$ cat src/rtl/ps2_scan_decoder_if.sv
// rtl/ps2_scan_decoder_if.sv - key event stream between the scan decoder and its consumer
interface ps2_scan_decoder_if;
  logic       evt_valid;
  logic       evt_ready;
  logic [7:0] evt_code;
  logic       evt_break;
  logic       evt_ext;

  modport master (
    output evt_valid,
    output evt_code,
    output evt_break,
    output evt_ext,
    input  evt_ready
  );

  modport slave (
    input  evt_valid,
    input  evt_code,
    input  evt_break,
    input  evt_ext,
    output evt_ready
  );
endinterface

$ cat src/rtl/ps2_scan_decoder.sv
// rtl/ps2_scan_decoder.sv - PS/2 Set-2 scan-code decoder with modifier tracking and event FIFO
module ps2_scan_decoder #(
  parameter int FIFO_DEPTH = 4
) (
  input  logic                   clk,
  input  logic                   reset,
  input  logic                   rx_done_tick,
  input  logic [7:0]             rx_data,
  ps2_scan_decoder_if.master     evt,
  output logic                   shift,
  output logic                   ctrl,
  output logic                   alt,
  output logic                   caps_lock,
  output logic                   drop_tick
);

  localparam int            AW      = $clog2(FIFO_DEPTH);
  localparam logic [AW:0]   DEPTH_C = (AW+1)'(FIFO_DEPTH);

  localparam logic [7:0] B_EXT    = 8'hE0;
  localparam logic [7:0] B_BRK    = 8'hF0;
  localparam logic [7:0] K_LSHIFT = 8'h12;
  localparam logic [7:0] K_RSHIFT = 8'h59;
  localparam logic [7:0] K_CTRL   = 8'h14;
  localparam logic [7:0] K_ALT    = 8'h11;
  localparam logic [7:0] K_CAPS   = 8'h58;

  typedef enum logic [1:0] {
    S_IDLE,
    S_EXT,
    S_BRK,
    S_EXT_BRK
  } state_e;

  state_e state_q, state_d;

  logic emit;
  logic emit_brk;
  logic emit_ext;
  logic is_ctrl_byte;

  logic lshift_q, lshift_d;
  logic rshift_q, rshift_d;
  logic ctrl_q, ctrl_d;
  logic alt_q, alt_d;
  logic caps_held_q, caps_held_d;
  logic caps_lock_q, caps_lock_d;
  logic drop_q, drop_d;

  logic [9:0]    mem_q [FIFO_DEPTH];
  logic [9:0]    mem_d [FIFO_DEPTH];
  logic [AW-1:0] wr_ptr_q, wr_ptr_d;
  logic [AW-1:0] rd_ptr_q, rd_ptr_d;
  logic [AW:0]   count_q, count_d;

  logic fifo_empty;
  logic fifo_full;
  logic push;
  logic pop;
  logic [9:0] head;

  // Keyboard status/ack bytes abort any partial prefix and never become events.
  assign is_ctrl_byte = (rx_data == 8'hAA) || (rx_data == 8'hFA) || (rx_data == 8'hEE) ||
                        (rx_data == 8'hFE) || (rx_data == 8'h00) || (rx_data == 8'hFF);

  always_comb begin
    state_d  = state_q;
    emit     = 1'b0;
    emit_brk = 1'b0;
    emit_ext = 1'b0;
    if (rx_done_tick) begin
      if (is_ctrl_byte) begin
        state_d = S_IDLE;
      end else begin
        case (state_q)
          S_IDLE: begin
            if (rx_data == B_EXT)      state_d = S_EXT;
            else if (rx_data == B_BRK) state_d = S_BRK;
            else                       emit    = 1'b1;
          end
          S_EXT: begin
            if (rx_data == B_BRK) begin
              state_d = S_EXT_BRK;
            end else if (rx_data != B_EXT) begin
              emit     = 1'b1;
              emit_ext = 1'b1;
              state_d  = S_IDLE;
            end
          end
          S_BRK: begin
            if (rx_data == B_EXT) begin
              state_d = S_EXT_BRK;
            end else if (rx_data != B_BRK) begin
              emit     = 1'b1;
              emit_brk = 1'b1;
              state_d  = S_IDLE;
            end
          end
          S_EXT_BRK: begin
            if ((rx_data != B_EXT) && (rx_data != B_BRK)) begin
              emit     = 1'b1;
              emit_brk = 1'b1;
              emit_ext = 1'b1;
              state_d  = S_IDLE;
            end
          end
          default: state_d = S_IDLE;
        endcase
      end
    end
  end

  // Modifiers follow every decoded event, even one the FIFO has to drop.
  always_comb begin
    lshift_d    = lshift_q;
    rshift_d    = rshift_q;
    ctrl_d      = ctrl_q;
    alt_d       = alt_q;
    caps_held_d = caps_held_q;
    caps_lock_d = caps_lock_q;
    if (emit) begin
      case (rx_data)
        K_LSHIFT: lshift_d = ~emit_brk;
        K_RSHIFT: rshift_d = ~emit_brk;
        K_CTRL:   ctrl_d   = ~emit_brk;
        K_ALT:    alt_d    = ~emit_brk;
        K_CAPS: begin
          if (!emit_ext) begin
            if (!emit_brk) begin
              if (!caps_held_q) caps_lock_d = ~caps_lock_q;
              caps_held_d = 1'b1;
            end else begin
              caps_held_d = 1'b0;
            end
          end
        end
        default: ;
      endcase
    end
  end

  assign fifo_empty = (count_q == '0);
  assign fifo_full  = (count_q == DEPTH_C);
  assign pop        = ~fifo_empty & evt.evt_ready;
  // A pop on the same edge frees the slot, so a full FIFO still accepts the push.
  assign push       = emit & (~fifo_full | pop);

  always_comb begin
    mem_d    = mem_q;
    wr_ptr_d = wr_ptr_q + AW'(push);
    rd_ptr_d = rd_ptr_q + AW'(pop);
    count_d  = count_q + (AW+1)'(push) - (AW+1)'(pop);
    drop_d   = emit & fifo_full & ~pop;
    if (push) mem_d[wr_ptr_q] = {rx_data, emit_brk, emit_ext};
  end

  always_ff @(posedge clk or posedge reset) begin
    if (reset) begin
      state_q     <= S_IDLE;
      lshift_q    <= 1'b0;
      rshift_q    <= 1'b0;
      ctrl_q      <= 1'b0;
      alt_q       <= 1'b0;
      caps_held_q <= 1'b0;
      caps_lock_q <= 1'b0;
      drop_q      <= 1'b0;
      wr_ptr_q    <= '0;
      rd_ptr_q    <= '0;
      count_q     <= '0;
      for (int i = 0; i < FIFO_DEPTH; i++) mem_q[i] <= '0;
    end else begin
      state_q     <= state_d;
      lshift_q    <= lshift_d;
      rshift_q    <= rshift_d;
      ctrl_q      <= ctrl_d;
      alt_q       <= alt_d;
      caps_held_q <= caps_held_d;
      caps_lock_q <= caps_lock_d;
      drop_q      <= drop_d;
      wr_ptr_q    <= wr_ptr_d;
      rd_ptr_q    <= rd_ptr_d;
      count_q     <= count_d;
      mem_q       <= mem_d;
    end
  end

  assign head = fifo_empty ? 10'd0 : mem_q[rd_ptr_q];

  assign evt.evt_valid = ~fifo_empty;
  assign evt.evt_code  = head[9:2];
  assign evt.evt_break = head[1];
  assign evt.evt_ext   = head[0];

  assign shift     = lshift_q | rshift_q;
  assign ctrl      = ctrl_q;
  assign alt       = alt_q;
  assign caps_lock = caps_lock_q;
  assign drop_tick = drop_q;

endmodule

$ cat src/flat_wrapper.sv
// flat-port wrapper written by rule: the top's interface ports become plain ports
module ps2_scan_decoder_flat 
#(
  parameter int FIFO_DEPTH = 4
)
  (clk, reset, rx_done_tick, rx_data, shift, ctrl, alt, caps_lock, drop_tick, evt_evt_valid, evt_evt_code, evt_evt_break, evt_evt_ext, evt_evt_ready);
  ps2_scan_decoder_if evt_i ();
  input  logic clk;
  input  logic reset;
  input  logic rx_done_tick;
  input  logic [7:0] rx_data;
  output logic shift;
  output logic ctrl;
  output logic alt;
  output logic caps_lock;
  output logic drop_tick;
  output wire logic [$bits(evt_i.evt_valid)-1:0] evt_evt_valid;
  output wire logic [$bits(evt_i.evt_code)-1:0] evt_evt_code;
  output wire logic [$bits(evt_i.evt_break)-1:0] evt_evt_break;
  output wire logic [$bits(evt_i.evt_ext)-1:0] evt_evt_ext;
  input wire logic [$bits(evt_i.evt_ready)-1:0] evt_evt_ready;
  assign evt_evt_valid = evt_i.evt_valid;
  assign evt_evt_code = evt_i.evt_code;
  assign evt_evt_break = evt_i.evt_break;
  assign evt_evt_ext = evt_i.evt_ext;
  assign evt_i.evt_ready = evt_evt_ready;
  ps2_scan_decoder #(.FIFO_DEPTH(FIFO_DEPTH)) u_core (.clk(clk), .reset(reset), .rx_done_tick(rx_done_tick), .rx_data(rx_data), .evt(evt_i), .shift(shift), .ctrl(ctrl), .alt(alt), .caps_lock(caps_lock), .drop_tick(drop_tick));
endmodule
$ cat config.mk
export PLATFORM = sky130hd
export DESIGN_NAME = ps2_scan_decoder_flat
export DESIGN_NICKNAME = d
export VERILOG_FILES = /design/src/rtl/ps2_scan_decoder_if.sv /design/src/rtl/ps2_scan_decoder.sv /design/src/flat_wrapper.sv
export SDC_FILE = /design/constraint.sdc
export NUM_CORES = 1
export LEC_CHECK = 0
export BUFFER_PORTS_ARGS = -buffer_cell sky130_fd_sc_hd__buf_2
export CAP_MARGIN = 20
export CORE_MARGIN = 4
export CORE_UTILIZATION = 61
export CTS_BUF_LIST = sky130_fd_sc_hd__clkbuf_4 sky130_fd_sc_hd__clkbuf_8
export CTS_CLUSTER_DIAMETER = 200
export DETAILED_ROUTE_END_ITERATION = 10
export PLACE_DENSITY_LB_ADDON = 0.3
export REMOVE_ABC_BUFFERS = 1
export SETUP_SLACK_MARGIN = 0.4
export SYNTH_ARGS = -nofsm -noshare
export SYNTH_HDL_FRONTEND = slang
export SYNTH_SLANG_ARGS = --single-unit
$ cat constraint.sdc
create_clock -name clk -period 2.8 [get_ports clk]
set_input_delay 0 -clock clk [delete_from_list [all_inputs] [get_ports clk]]
set_output_delay 0 -clock clk [all_outputs]
set_load 0.05 [all_outputs]
# Yosys cells after proc, flatten, opt, wreduce, memory -nomap -nowiden
# Cells that the tools add are included.
[totals]
out_inout_bits = 16
register_bits = 56
[op_classes]
n_mux = 33
n_eq_ne = 22
order_cmp = 3
reduce_logical = 17
addsub = 4
n_bitwise = 15
[op_table]
columns = ["op", "n"]
rows = [
  ["8-bit equality test, second input constant", 7],
  ["40-bit bitwise mux", 1],
  ["10-bit 2-to-1 mux", 4],
  ["8-bit by 5-bit equality test with 1-bit output, second input constant", 3],
  ["10-bit binary-select mux with 2-bit select", 1],
  ["10-bit demux with 2-bit select", 1],
  ["8-bit by 7-bit equality test with 1-bit output, second input constant", 2],
  ["2-bit 2-to-1 mux", 8],
  ["8-bit != test, second input constant", 2],
  ["1-bit 2-to-1 mux", 14],
  ["4-bit by 1-bit != test with 1-bit output, second input constant", 3],
  ["5-bit AND reduction", 2],
  ["8-bit zero test", 1],
  ["2-bit case mux with 4 select lines", 1],
  ["2-bit AND reduction", 4],
  ["1-bit NOT", 7],
  ["3-bit greater-or-equal comparator, second input constant", 2],
  ["2-bit NOT with 3-bit output", 2],
  ["1-bit logical OR", 5],
  ["2-bit by 1-bit adder with 2-bit output", 2],
  ["1-bit AND", 4],
  ["2-bit equality test, second input constant", 2],
  ["1-bit case mux with 2 select lines", 2],
  ["1-bit case mux with 4 select lines", 1],
  ["other kinds (11)", 13],
]

# Longest topological paths before layout
# Gate-level depths: netlist (run 1).
[logic_depth]
word_depth = 11
mapped_depth = 11
mapped_depth_nobuf = 10

# Worst setup path before layout (run 1)
# Ideal clock, no wire load.
[synth_path]
path_type = "register to register"
start = "reg u_core.count_q[1]"
end = "reg u_core.count_q[2]"
period_less_slack_ns = 2.325
stages_incl_launch_ff = 11
path_slack_ns = 0.475
path_buffers = 1
arrival_time_ns = 2.199
cell_sequence = "dfrtp_1 > nor3_1 > clkbuf_1 > nor2b_1 > ha_1 > inv_1 > ha_1 > inv_1 > fa_1 > xnor2_1 > xnor2_1"
[synth_between]
elab_chain_cells = 7
[synth_lines]
columns = ["element", "line_no", "source"]
rows = [
  ["start, declared", "ps2_scan_decoder.sv:54", "logic [AW:0] count_q, count_d;"],
  ["start signal, assigned", "ps2_scan_decoder.sv:182", "count_q <= count_d;"],
  ["3-bit zero test", "ps2_scan_decoder.sv:142", "assign fifo_empty = (count_q == '0);"],
  ["1-bit NOT", "ps2_scan_decoder.sv:144", "assign pop = ~fifo_empty & evt.evt_ready;"],
  ["1-bit AND", "ps2_scan_decoder.sv:144", ""],
  ["1-bit OR", "ps2_scan_decoder.sv:146", "assign push = emit & (~fifo_full | pop);"],
  ["1-bit AND", "ps2_scan_decoder.sv:146", ""],
  ["3-bit by 1-bit adder with 3-bit output", "ps2_scan_decoder.sv:152", "count_d = count_q + (AW+1)'(push) - (AW+1)'(pop);"],
  ["3-bit by 1-bit subtractor with 3-bit output *", "ps2_scan_decoder.sv:152", ""],
  ["via u_core.count_d[2]", "ps2_scan_decoder.sv:54", ""],
]
# Mark *: on every way through the listed nets, which the timed path passes. The rest lies on a longest branch.
# A chain may end at the register's enable or synchronous reset.

# Final worst setup path (run 1)
[layout_path]
start = "reg u_core.count_q[2]"
end = "reg u_core.mem_q[32] (netlist bit)"
[layout_between]
elab_chain_cells = 5
[layout_lines]
columns = ["element", "line_no", "source"]
rows = [
  ["3-bit zero test", "ps2_scan_decoder.sv:142", ""],
  ["1-bit NOT", "ps2_scan_decoder.sv:144", ""],
  ["1-bit AND", "ps2_scan_decoder.sv:144", ""],
  ["1-bit OR *", "ps2_scan_decoder.sv:146", ""],
  ["1-bit AND *", "ps2_scan_decoder.sv:146", ""],
  ["end signal, assigned", "ps2_scan_decoder.sv:183", "mem_q <= mem_d;"],
  ["end, declared", "ps2_scan_decoder.sv:50", "logic [9:0] mem_q [FIFO_DEPTH];"],
]
# Every way passes the cells marked *; elsewhere a longest branch is shown, timed or not.

==> impl_summary.log, run 1 <==
INFO  metric run_status = complete, no violations
INFO  metric pin_count_of_the_biggest_net_entering_global_routing = 30
INFO  metric finalHoldViolations = 0
INFO  metric finalHoldWorstSlack = 0.0518 ns
INFO  metric synth.yosys.seq_area_share = 50.1%
INFO  metric synth-async-reset-ratio = 100%
INFO  metric fin_worst_skew = 0.00931 ns
INFO  metric report.final.setup_viol = 0
INFO  metric fin_nets = 248
INFO  metric gr-usage-all-layers = 21.1%
INFO  metric synth.most_common_cell = dfrtp_1
INFO  metric worstPathRequired = 2.99 ns
INFO  metric period_share = between 70% and 80%
INFO  metric synthFlopType = dfrtp_1
INFO  metric timing.final.max_slew_violations = 0
INFO  metric worst-path-max-fanout = 6
INFO  metric cap_viol_max_count = 0
INFO  metric syn-instance-count = 202
INFO  metric post_cts.repair.setup_buffers = 0
INFO  metric p_int = 2.20 mW
INFO  metric pwr_density_cell = 1210 nW/µm²
INFO  metric drt_iter0_drc = 41
INFO  metric detail-route-antenna-nets = 0
INFO  metric yosys_register_bits = 56
INFO  metric combinationalPowerShare = about half
INFO  metric grt_pass1_wl = 8820 µm
INFO  metric synth.avg_cell_area = 13.8 µm²
INFO  metric yosysTopAreaCellShare = 50.1%
INFO  metric finalWirelength = 5200 µm
INFO  metric post_synth_design_cell_area = between 2000 and 3000 µm²
INFO  metric yosys.cell_types.count = 36
INFO  metric first_global_vias = approximately 1700
INFO  metric synth_largest_area_cell = dfrtp_1
INFO  metric clock_insertion_delay_worst_skew = 0.31 ns
INFO  metric grt_antenna_before_repair = 0
INFO  metric cts_tree = done
INFO  metric ctsResizeCount = 0
INFO  metric place.detailed.hpwl = 3610 µm
INFO  metric num_io_pins = 28
INFO  metric synth-warning-count = 0
INFO  metric worst-setup-path-type = flip-flop to flip-flop
INFO  metric p_sw_share = about two fifths
INFO  metric grt_overflow_total = 0
INFO  metric dieArea = approximately 5700 µm²
INFO  metric final_layout_size_suffix_gt1_share = 42.7%
INFO  metric achievable-frequency = 0.478 GHz
INFO  metric netSwitchingPower = 1.51 mW
INFO  metric dieHeight = 75.7 µm
INFO  metric wl_per_cell = 18.3 µm
INFO  metric leakage_power_total = 1.38 nW
INFO  metric period_minus_slack = 2.09 ns
INFO  metric most_used_standard_cells_in_the_synthesized_netlist = dfrtp_1 (56), mux2_2 (30), inv_1 (13)
INFO  metric setup-tns-final = 0 ns
INFO  metric vdd_ir_drop_max = 0.637 mV
INFO  metric yosys-top-cells-area = dfrtp_1 (50%), mux2_2 (12%), mux4_2 (8.1%)
INFO  metric worst_setup_path_start_kind = flip-flop
INFO  metric max-slew-margin-rel = ~48%
INFO  metric route.detailed.vias_per_inst = 5.93
INFO  metric cts_sinks = 56
INFO  metric clock_tree.htree_level_count = 2
INFO  metric clock_tree.root_cell = clkbuf_8
INFO  metric arrival = 2.29 ns
INFO  metric max-clock-path-buffers = 2
INFO  metric rows = 24
INFO  metric n_antenna_cell = 0
INFO  metric critical_path.endpoint_type = flip-flop
INFO  metric rsz_0062_raised_after_global_routing = false
INFO  metric syn2layout_area_growth = 9.57%
INFO  metric timing.reg2reg.worst_path_depth = 5
INFO  metric share_seq_of_total_power = approximately 39%
INFO  metric hold_path_depth = 2
INFO  metric core_area = 4380 µm²
INFO  metric pwr-share-clk = 12.1%
INFO  metric hp-class = input pin to flip-flop
INFO  metric io_buffers = 27
INFO  metric tritoncts.num_buffers = 5
INFO  metric drc = 0
INFO  metric post_synth_edffs = 0
INFO  metric clk_pin_slew = around 0.1 ns
INFO  metric die_x = 75.7 µm
INFO  metric floorplan.initialDensity = 63.8%
INFO  metric dr_total_vias = roughly 1700
INFO  metric dr.pass1.iters = 4
INFO  metric worst-slew-pin-transition = between 0.7 and 0.8 ns
INFO  metric gp_routability_congestion = between 0.8 and 0.9
INFO  metric postLayoutCellArea = 3070 µm²
INFO  metric fillCellCount = 312
INFO  metric placed_area = 2960 µm²
==> kinds of logic (layout without fill, tap and decap cells) <==
family	after synthesis	count (layout)	share of synthesized area [%]
mux	53	53	26.6
fa+ha+maj	5	5	2.50
xor+xnor	5	5	1.57
flops	56	56	50.1
simple gates	47	47	11.5
buf+inv	24	54	4.34
compound gates	12	12	3.44
==> stage by stage <==
step | power [mW] | utilization (%) | std cells | worst slack, ns
floorplan | 2.87 | - | 191 | 0.262
global placement | 3.23 | 67.6 | 275 | 0.590
detailed placement | 3.30 | 67.6 | 275 | 0.483
CTS | 3.75 | 69.9 | 284 | 0.660
global route | 3.95 | 69.9 | 284 | 0.461
finish | 3.70 | 69.9 | 284 | 0.707
==> worst paths after layout <==
path / from / endpoint / slack [ns]
min in group asynchronous: reset / u_core.mem_q[19] / 0.29
worst min register to register: u_core.caps_lock / u_core.caps_lock / 0.49
worst max-delay path: u_core.count_q[2] / u_core.mem_q[32] / 0.71
max in group asynchronous: reset / u_core.alt / 1.75
worst min-delay path: rx_data[7] / u_core.mem_q[29] / 0.05
worst max register to register: u_core.count_q[2] / u_core.mem_q[32] / 0.71
==> routing by layer <==
| metal | global-route usage, % | share of wire [%] | up-vias |
|---|---|---|---|
| li1 | - | - | 782 |
| met1 | 27.5 | 44 | 867 |
| met2 | 35.3 | 51 | 31 |
| met3 | 5.15 | 3.9 | 4 |
| met4 | 6.41 | 0.85 | 0 |
| met5 | 0 | 0 | - |
==> power groups by stage <==
| stage | clock, mW | combinational, mW | sequential [mW] |
|---|---|---|---|
| floorplan | 0 | 1.50 | 1.37 |
| global placement | 0 | 1.80 | 1.43 |
| detailed placement | 0 | 1.84 | 1.46 |
| CTS | 0.455 | 1.85 | 1.44 |
| global route | 0.489 | 1.96 | 1.49 |
| finish | 0.447 | 1.82 | 1.44 |
==> final cells by class <==
type                       count  area [µm²]  area share (%)
sequential                    56        1400            45.7
multi-input combinational    122        1270            41.6
timing repair buffer          33         183            5.96
clock buffer                   6        82.6            2.69
tap                           52        65.1            2.12
inverter                      13        48.8            1.59
clock inverter                 2        10.0           0.327
==> repair_timing <==
action,CTS,global route
endpoints found under the setup margin,0,0
hold buffers,1,0
endpoints found under the hold margin,27,0
==> flip-flops by register name, indices dropped and copies added, names as in the netlist, 2 cells and up <==
register         flops
u_core.count_q       3
u_core.rd_ptr_q      2
u_core.state_q       2
u_core.mem_q        40
u_core.wr_ptr_q      2
==> critical path, stage by stage (launching register included) <==
cell and delay, ns:
dfrtp_1 0.41, nor4b_2 0.16, buf_4 0.17, or4_1 0.67, buf_4 0.26, mux2_4 0.30
==> layout by cell type (no fill, tap or decap), types with 4 or more instances in the layout <==
cell,synthesis,layout
mux4_2,10,10
nand2_1,6,6
nor2b_1,11,11
mux2_2,30,30
nor2_1,6,6
buf_4,2,5
inv_1,13,12
dfrtp_1,56,56
mux2_4,10,10
clkbuf_8,0,6
buf_2,1,27
or3_1,4,4
ha_1,4,4
Note: power is estimated with default switching activity, not from simulation.
==> run 2, diff against run 1 <==
Clock period 2.8 ns to 2.15 ns, I/O delays scaled along.
==> run 2 against run 1 <==
  * Sequential share of layout area fell by 7.0 points
  * Clock power rose by 37%
  * Hold slack improved by 0.0038 ns
  * Highest routed layer unchanged
  * Combinational power rose by 93%
  * Die area did not move
  * Total power rose by 61%
  * Register-to-register slack got worse by 0.60 ns
==> impl_summary.log, run 2 (synthesized netlist as in run 1, its figures left out) <==
INFO  metric worst_setup_path_startpoint = u_core.count_q[0]
INFO  metric grt_antenna_before_repair = 0
INFO  metric crit_end = u_core.count_q[2]
INFO  metric num_io_pins = 28
INFO  metric run_status = complete, no violations
INFO  metric crit_path_max_incr_delay = between 0.4 and 0.5 ns
INFO  metric clock_tree.root_cell = clkbuf_8
INFO  metric gr-usage-all-layers = 21.7%
INFO  metric fin_nets = ~280
INFO  metric critical_path.reg2reg.startpoint = u_core.count_q[0]
INFO  metric pin_count_of_the_biggest_net_entering_global_routing = 57
INFO  metric cpLargestDelayFamily = adder cells
INFO  metric drt_iter0_drc = 100
INFO  metric achievable-frequency = 0.489 GHz
INFO  metric detail-route-antenna-nets = 0
INFO  metric worst-slew-pin-transition = roughly 0.35 ns
INFO  metric rows = 24
INFO  metric syn2layout_area_growth = 29.7%
INFO  metric worst-path-stages = 9
INFO  metric clk_pin_slew = around 0.10 ns
INFO  metric dieHeight = about 76 µm
INFO  metric leakage_power_total = 1.67 nW
INFO  metric gp_routability_congestion = 0.765
INFO  metric pwr_density_cell = 1650 nW/µm²
INFO  metric clock_tree.htree_level_count = 2
INFO  metric vdd_ir_drop_max = 1.34 mV
INFO  metric cap_viol_max_count = 0
INFO  metric fin_worst_skew = approximately 0.0056 ns
INFO  metric critical_path.endpoint_type = flip-flop
INFO  metric io_buffers = 27
INFO  metric timing.final.max_slew_violations = 0
INFO  metric layout.cells.most_common_list = dfrtp_1 (54), buf_6 (23), buf_4 (23)
INFO  metric crit_slowest_cell = dfrtp_1
INFO  metric cts_sinks = 56
INFO  metric rsz_0062_raised_after_global_routing = true
INFO  metric cp_num_buf_inv = 2
INFO  metric final_layout_size_suffix_gt1_share = 56.6%
INFO  metric largest_reg_flops = 40
INFO  metric crit_chain = nor3_2, nor2b_2, ha_1, inv_1, ha_2, inv_2, fa_2, xnor2_2, xnor2_1
INFO  metric regMostFlops = u_core.mem_q
INFO  metric grt_overflow_total = 0
INFO  metric worst-setup-path-type = flip-flop to flip-flop
INFO  metric place.detailed.hpwl = 3810 µm
INFO  metric drc = 0
INFO  metric first_global_vias = between 1500 and 2000
INFO  metric route.detailed.vias_per_inst = 5.95
INFO  metric finalPower = 5.97 mW
INFO  metric worst-path-max-fanout = 2
INFO  metric max-clock-path-buffers = 2
INFO  metric die_x = 75.7 µm
INFO  metric tritoncts.num_buffers = 5
INFO  metric multiInputGateArea = 1410 µm²
INFO  metric floorplan.initialDensity = 63.8%
INFO  metric n_antenna_cell = 0
INFO  metric timing.reg2reg.worst_path_depth = 9
INFO  metric finalHoldViolations = 0
INFO  metric fillCellCount = 231
INFO  metric period_minus_slack = 2.04 ns
INFO  metric clock_insertion_delay_worst_skew = just over 0.3 ns
INFO  metric dr_total_vias = 1899
INFO  metric finalHoldWorstSlack = approximately 0.056 ns
INFO  metric hp-class = input pin to flip-flop
INFO  metric worstPathRequired = approximately 2.4 ns
INFO  metric worst_setup_path_start_kind = flip-flop
INFO  metric max-slew-margin-rel = 76.3%
INFO  metric largest_registers = u_core.mem_q (40), u_core.count_q (3)
INFO  metric layout_commonest_cell = dfrtp_1
INFO  metric sequential_cell_area = 1400 µm²
INFO  metric dieArea = 5730 µm²
INFO  metric dr.pass1.iters = 4
INFO  metric core_area = 4380 µm²
INFO  metric grt_pass1_wl = 9110 µm
INFO  metric r2r_setup_slack = 0.11 ns
INFO  metric cts_tree = done
INFO  metric arrival = 2.24 ns
INFO  metric report.final.setup_viol = 0
INFO  metric finalWirelength = ~6600 µm
INFO  metric worstReg2RegEnd = u_core.count_q[2]
INFO  metric wl_per_cell = 20.7 µm
INFO  metric period_share = between 90% and 100%
[run 2: cell count changes in the layout (fill, tap and decap cells not counted), sizes merged]
cell and delta:
clkbuf +3, clkinv -2, buf +34
[run 2: routing by layer]
layer / vias to the layer above / track usage [%] / wire length, µm
li1: 848 / - / -
met1: 986 / 26.7 / 2700
met2: 50 / 38.4 / 3440
met3: 15 / 5.28 / 304
met4: 0 / 5.63 / 175
met5: - / 0 / 0
[run 2: final cells by class]
class,count,share of cell area [%]
timing repair buffer,68,16.7
clock buffer,8,2.69
tap,52,1.79
multi-input combinational,122,38.8
sequential,56,38.7
inverter,13,1.34
[run 2: per-stage QoR]
step / std cells / util [%] / setup WS (ns) / area (µm²) / setup TNS, ns
global route: 319 / 82.8 / 0.0236 / 3630 / 0
detailed placement: 290 / 70.4 / 0.0151 / 3090 / 0
finish: 319 / 82.8 / 0.106 / 3630 / 0
CTS: 310 / 75.7 / 0.183 / 3320 / 0
global placement: 290 / 70.4 / 0.0987 / 3090 / 0
floorplan: 191 / - / -0.388 / 2730 / -0.658
[run 2: worst register-to-register path, cell delays in order, from the launching register on]
cell and delay [ns]:
dfrtp_1 0.42, nor3_2 0.26, nor2b_2 0.10, ha_1 0.28, inv_1 0.06, ha_2 0.17
inv_2 0.04, fa_2 0.34, xnor2_2 0.14, xnor2_1 0.13
[run 2: timing repair]
item / 4_1_cts / 5_1_grt
setup buffers: 11 / 8
setup endpoints to repair: 35 / 51
pin swaps: 5 / 7
hold endpoints to repair: 56 / 0
cloned: 0 / 1
hold buffers: 1 / 0
gates resized for setup: 11 / 72
[run 2: how the worst min path moves through the flow]
stage | from | cells past startpoint | endpoint | slack [ns]
2_1_floorplan | rx_data[2] | 1 | u_core.alt | 0.1
6_report | rx_data[7] | 2 | u_core.mem_q[19] | 0.06
3_5_place_dp | reset | 3 | u_core.drop_tick | 0.08
4_1_cts | rx_data[7] | 2 | u_core.mem_q[19] | 0.04
5_1_grt | rx_data[5] | 2 | u_core.mem_q[27] | 0.06
3_3_place_gp | reset | 3 | u_core.drop_tick | 0.07
[run 2: power by group]
group / switching, mW / internal (mW)
clock: 0.323 / 0.289
sequential: 0.337 / 1.51
combinational: 1.63 / 1.88
total: 2.29 / 3.68
==> run 3, diff against run 2 <==
--- a/config.mk
+++ b/config.mk
@@ -9,10 +9,9 @@
 export CAP_MARGIN = 20
 export CORE_MARGIN = 4
-export CORE_UTILIZATION = 61
+export CORE_UTILIZATION = 60
 export CTS_BUF_LIST = sky130_fd_sc_hd__clkbuf_4 sky130_fd_sc_hd__clkbuf_8
 export CTS_CLUSTER_DIAMETER = 200
 export DETAILED_ROUTE_END_ITERATION = 10
 export PLACE_DENSITY_LB_ADDON = 0.3
-export REMOVE_ABC_BUFFERS = 1
 export SETUP_SLACK_MARGIN = 0.4
 export SYNTH_ARGS = -nofsm -noshare
==> constraint.sdc (replaced) <==
create_clock -name clk -period 2.15 [get_ports clk]
set_input_delay 0 -clock clk [delete_from_list [all_inputs] [get_ports clk]]
set_output_delay 0 -clock clk [all_outputs]
set_load 0.02 [all_outputs]
==> run 3 against run 2 <==
  * Hold slack better by 0.0012 ns
  * First-iteration DRC count down 19%
  * Global-route usage down 1.0 points
  * Sequential cell count unchanged
  * Fmax up 5.1%
  * Clock skew down 0.0012 ns
  * Die area up 1.5%
  * Sequential share of layout area up 3.5 points
  * Total power down 19%
  * Register-to-register slack better by 0.10 ns
  * Highest routed layer unchanged
==> impl_summary.log, run 3 (synthesized netlist as in run 1, its figures left out) <==
INFO  metric post-route-worst-setup-slack = around 0.21 ns
INFO  metric finalPower = 4.84 mW
INFO  metric io_buffers = 27
INFO  metric worst-setup-path-type = flip-flop to flip-flop
INFO  metric rsz_0062_raised_after_global_routing = true
INFO  metric hold_path_depth = 2
INFO  metric n_antenna_cell = 0
INFO  metric dieHeight = between 70 and 80 µm
INFO  metric dieArea = 5820 µm²
INFO  metric setup-tns-final = 0 ns
INFO  metric gr-usage-all-layers = roughly a fifth
INFO  metric pwr-share-clk = 11.9%
INFO  metric num_io_pins = 28
INFO  metric fin_nets = about 270
INFO  metric vdd_ir_drop_max = 0.848 mV
INFO  metric achievable-frequency = 0.514 GHz
INFO  metric first_global_vias = roughly 1900
INFO  metric timing.final.max_slew_violations = 0
INFO  metric share_seq_of_total_power = approximately two fifths
INFO  metric arrival = 2.14 ns
INFO  metric regMostFlops = u_core.mem_q
INFO  metric p_sw_share = 34.4%
INFO  metric critical_path.endpoint_type = flip-flop
INFO  metric largest_reg_flops = 40
INFO  metric fin_worst_skew = 0.00442 ns
INFO  metric worst_setup_path_start_kind = flip-flop
INFO  metric leakage_power_total = 1.51 nW
INFO  metric dr_total_vias = approximately 1800
INFO  metric gp_routability_congestion = 0.853
INFO  metric cts_sinks = 56
INFO  metric run_status = complete, no violations
INFO  metric cap_viol_max_count = 0
INFO  metric place.detailed.hpwl = 3920 µm
INFO  metric finalHoldViolations = 0
INFO  metric floorplan.initialDensity = 63.0%
INFO  metric dr.pass1.iters = 4
INFO  metric cts_tree = done
INFO  metric finalWirelength = 5780 µm
INFO  metric drc = 0
INFO  metric layout.cells.most_common_list = dfrtp_1 (51), mux2_2 (30), buf_2 (24)
INFO  metric detail-route-antenna-nets = 0
INFO  metric timing.reg2reg.worst_path_depth = 9
INFO  metric netSwitchingPower = around 1.7 mW
INFO  metric syn2layout_area_growth = 19.4%
INFO  metric drt_iter0_drc = 81
INFO  metric worstPathRequired = 2.35 ns
INFO  metric final_layout_size_suffix_gt1_share = 52.0%
INFO  metric worst-path-max-fanout = 2
INFO  metric layout_commonest_cell = dfrtp_1
INFO  metric p_int = 3.17 mW
INFO  metric hp-class = input pin to flip-flop
INFO  metric period_minus_slack = around 1.9 ns
INFO  metric report.final.setup_viol = 0
INFO  metric clock_insertion_delay_worst_skew = slightly above 0.3 ns
INFO  metric period_share = 90.4%
INFO  metric clk_pin_slew = 0.10 ns
INFO  metric grt_pass1_wl = 9380 µm
INFO  metric wl_per_cell = 19.1 µm
INFO  metric rows = 24
INFO  metric worst-slew-pin-transition = 0.366 ns
INFO  metric combinationalPowerShare = 49.8%
INFO  metric largest_registers = u_core.mem_q (40), u_core.count_q (3)
INFO  metric core_area = roughly 4400 µm²
INFO  metric grt_overflow_total = 0
INFO  metric dp_slack = 0.0329 ns
INFO  metric route.detailed.vias_per_inst = 5.88
INFO  metric max-slew-margin-rel = 75.4%
INFO  metric max-clock-path-buffers = 2
INFO  metric clock_tree.htree_level_count = 2
INFO  metric tritoncts.num_buffers = 5
INFO  metric grt_antenna_before_repair = 0
INFO  metric pin_count_of_the_biggest_net_entering_global_routing = 25
INFO  metric clock_tree.root_cell = clkbuf_8
INFO  metric die_x = between 70 and 80 µm
INFO  metric pwr_density_cell = 1450 nW/µm²
INFO  metric synth_nets = between 200 and 250
==> run 3: final cells by class <==
type / instances / area, µm²
sequential: 56 / 1410
multi-input combinational: 122 / 1330
fill: 273 / 1100
timing repair buffer: 51 / 400
clock buffer: 6 / 76.3
tap: 52 / 65.1
inverter: 13 / 48.8
clock inverter: 2 / 16.3
==> run 3: routing by layer <==
metal	part of all wire, %	routed length (µm)	GRT usage (%)
met3	4.3	246	4.61
met1	39	2260	25.8
met2	55	3170	36.2
met5	0	0	0
met4	1.7	99	6.16
==> run 3: worst paths after layout <==
path | from | end | slack, ns
worst max-delay path | u_core.count_q[0] | u_core.count_q[2] | 0.21
worst min-delay path | rx_data[7] | u_core.mem_q[39] | 0.06
worst max register to register | u_core.count_q[0] | u_core.count_q[2] | 0.21
worst min register to register | u_core.caps_lock | u_core.caps_lock | 0.47
max in group asynchronous | reset | u_core.mem_q[22] | 1.43
min in group asynchronous | reset | u_core.rd_ptr_q[0] | 0.15
==> run 3: repair_timing <==
item / 4_1_cts / 5_1_grt
gates resized for setup: 4 / 16
setup buffers: 4 / 3
hold buffers: 1 / 0
hold endpoints to repair: 56 / 0
pin swaps: 1 / 5
gates cloned: 0 / 2
endpoints found under the setup margin: 15 / 48
==> run 3: power groups by stage <==
stage	registers (mW)	logic [mW]	clock network (mW)
2_1_floorplan	1.72	1.64	0
3_3_place_gp	1.80	2.01	0
3_5_place_dp	1.85	2.08	0
4_1_cts	1.82	2.19	0.592
5_1_grt	1.90	2.61	0.645
6_report	1.86	2.41	0.574
==> run 3: critical path, stage by stage, from the launching register on <==
cell and delay (ns):
dfrtp_2 0.44, nor3_4 0.21, nor2b_2 0.07, ha_1 0.27, inv_1 0.06, ha_1 0.13, inv_1 0.05, fa_2 0.35
xnor2_2 0.14, xnor2_1 0.12
==> run 3: stage by stage <==
step | cell area (µm²) | util [%] | hold WS, ns | instances
floorplan | 2830 | - | 0.149 | 202
global placement | 3070 | 69.0 | -0.0806 | 284
detailed placement | 3070 | 69.0 | -0.0740 | 284
CTS | 3220 | 72.4 | 0.0415 | 297
global route | 3340 | 75.1 | 0.0549 | 302
finish | 3340 | 75.1 | 0.0568 | 302
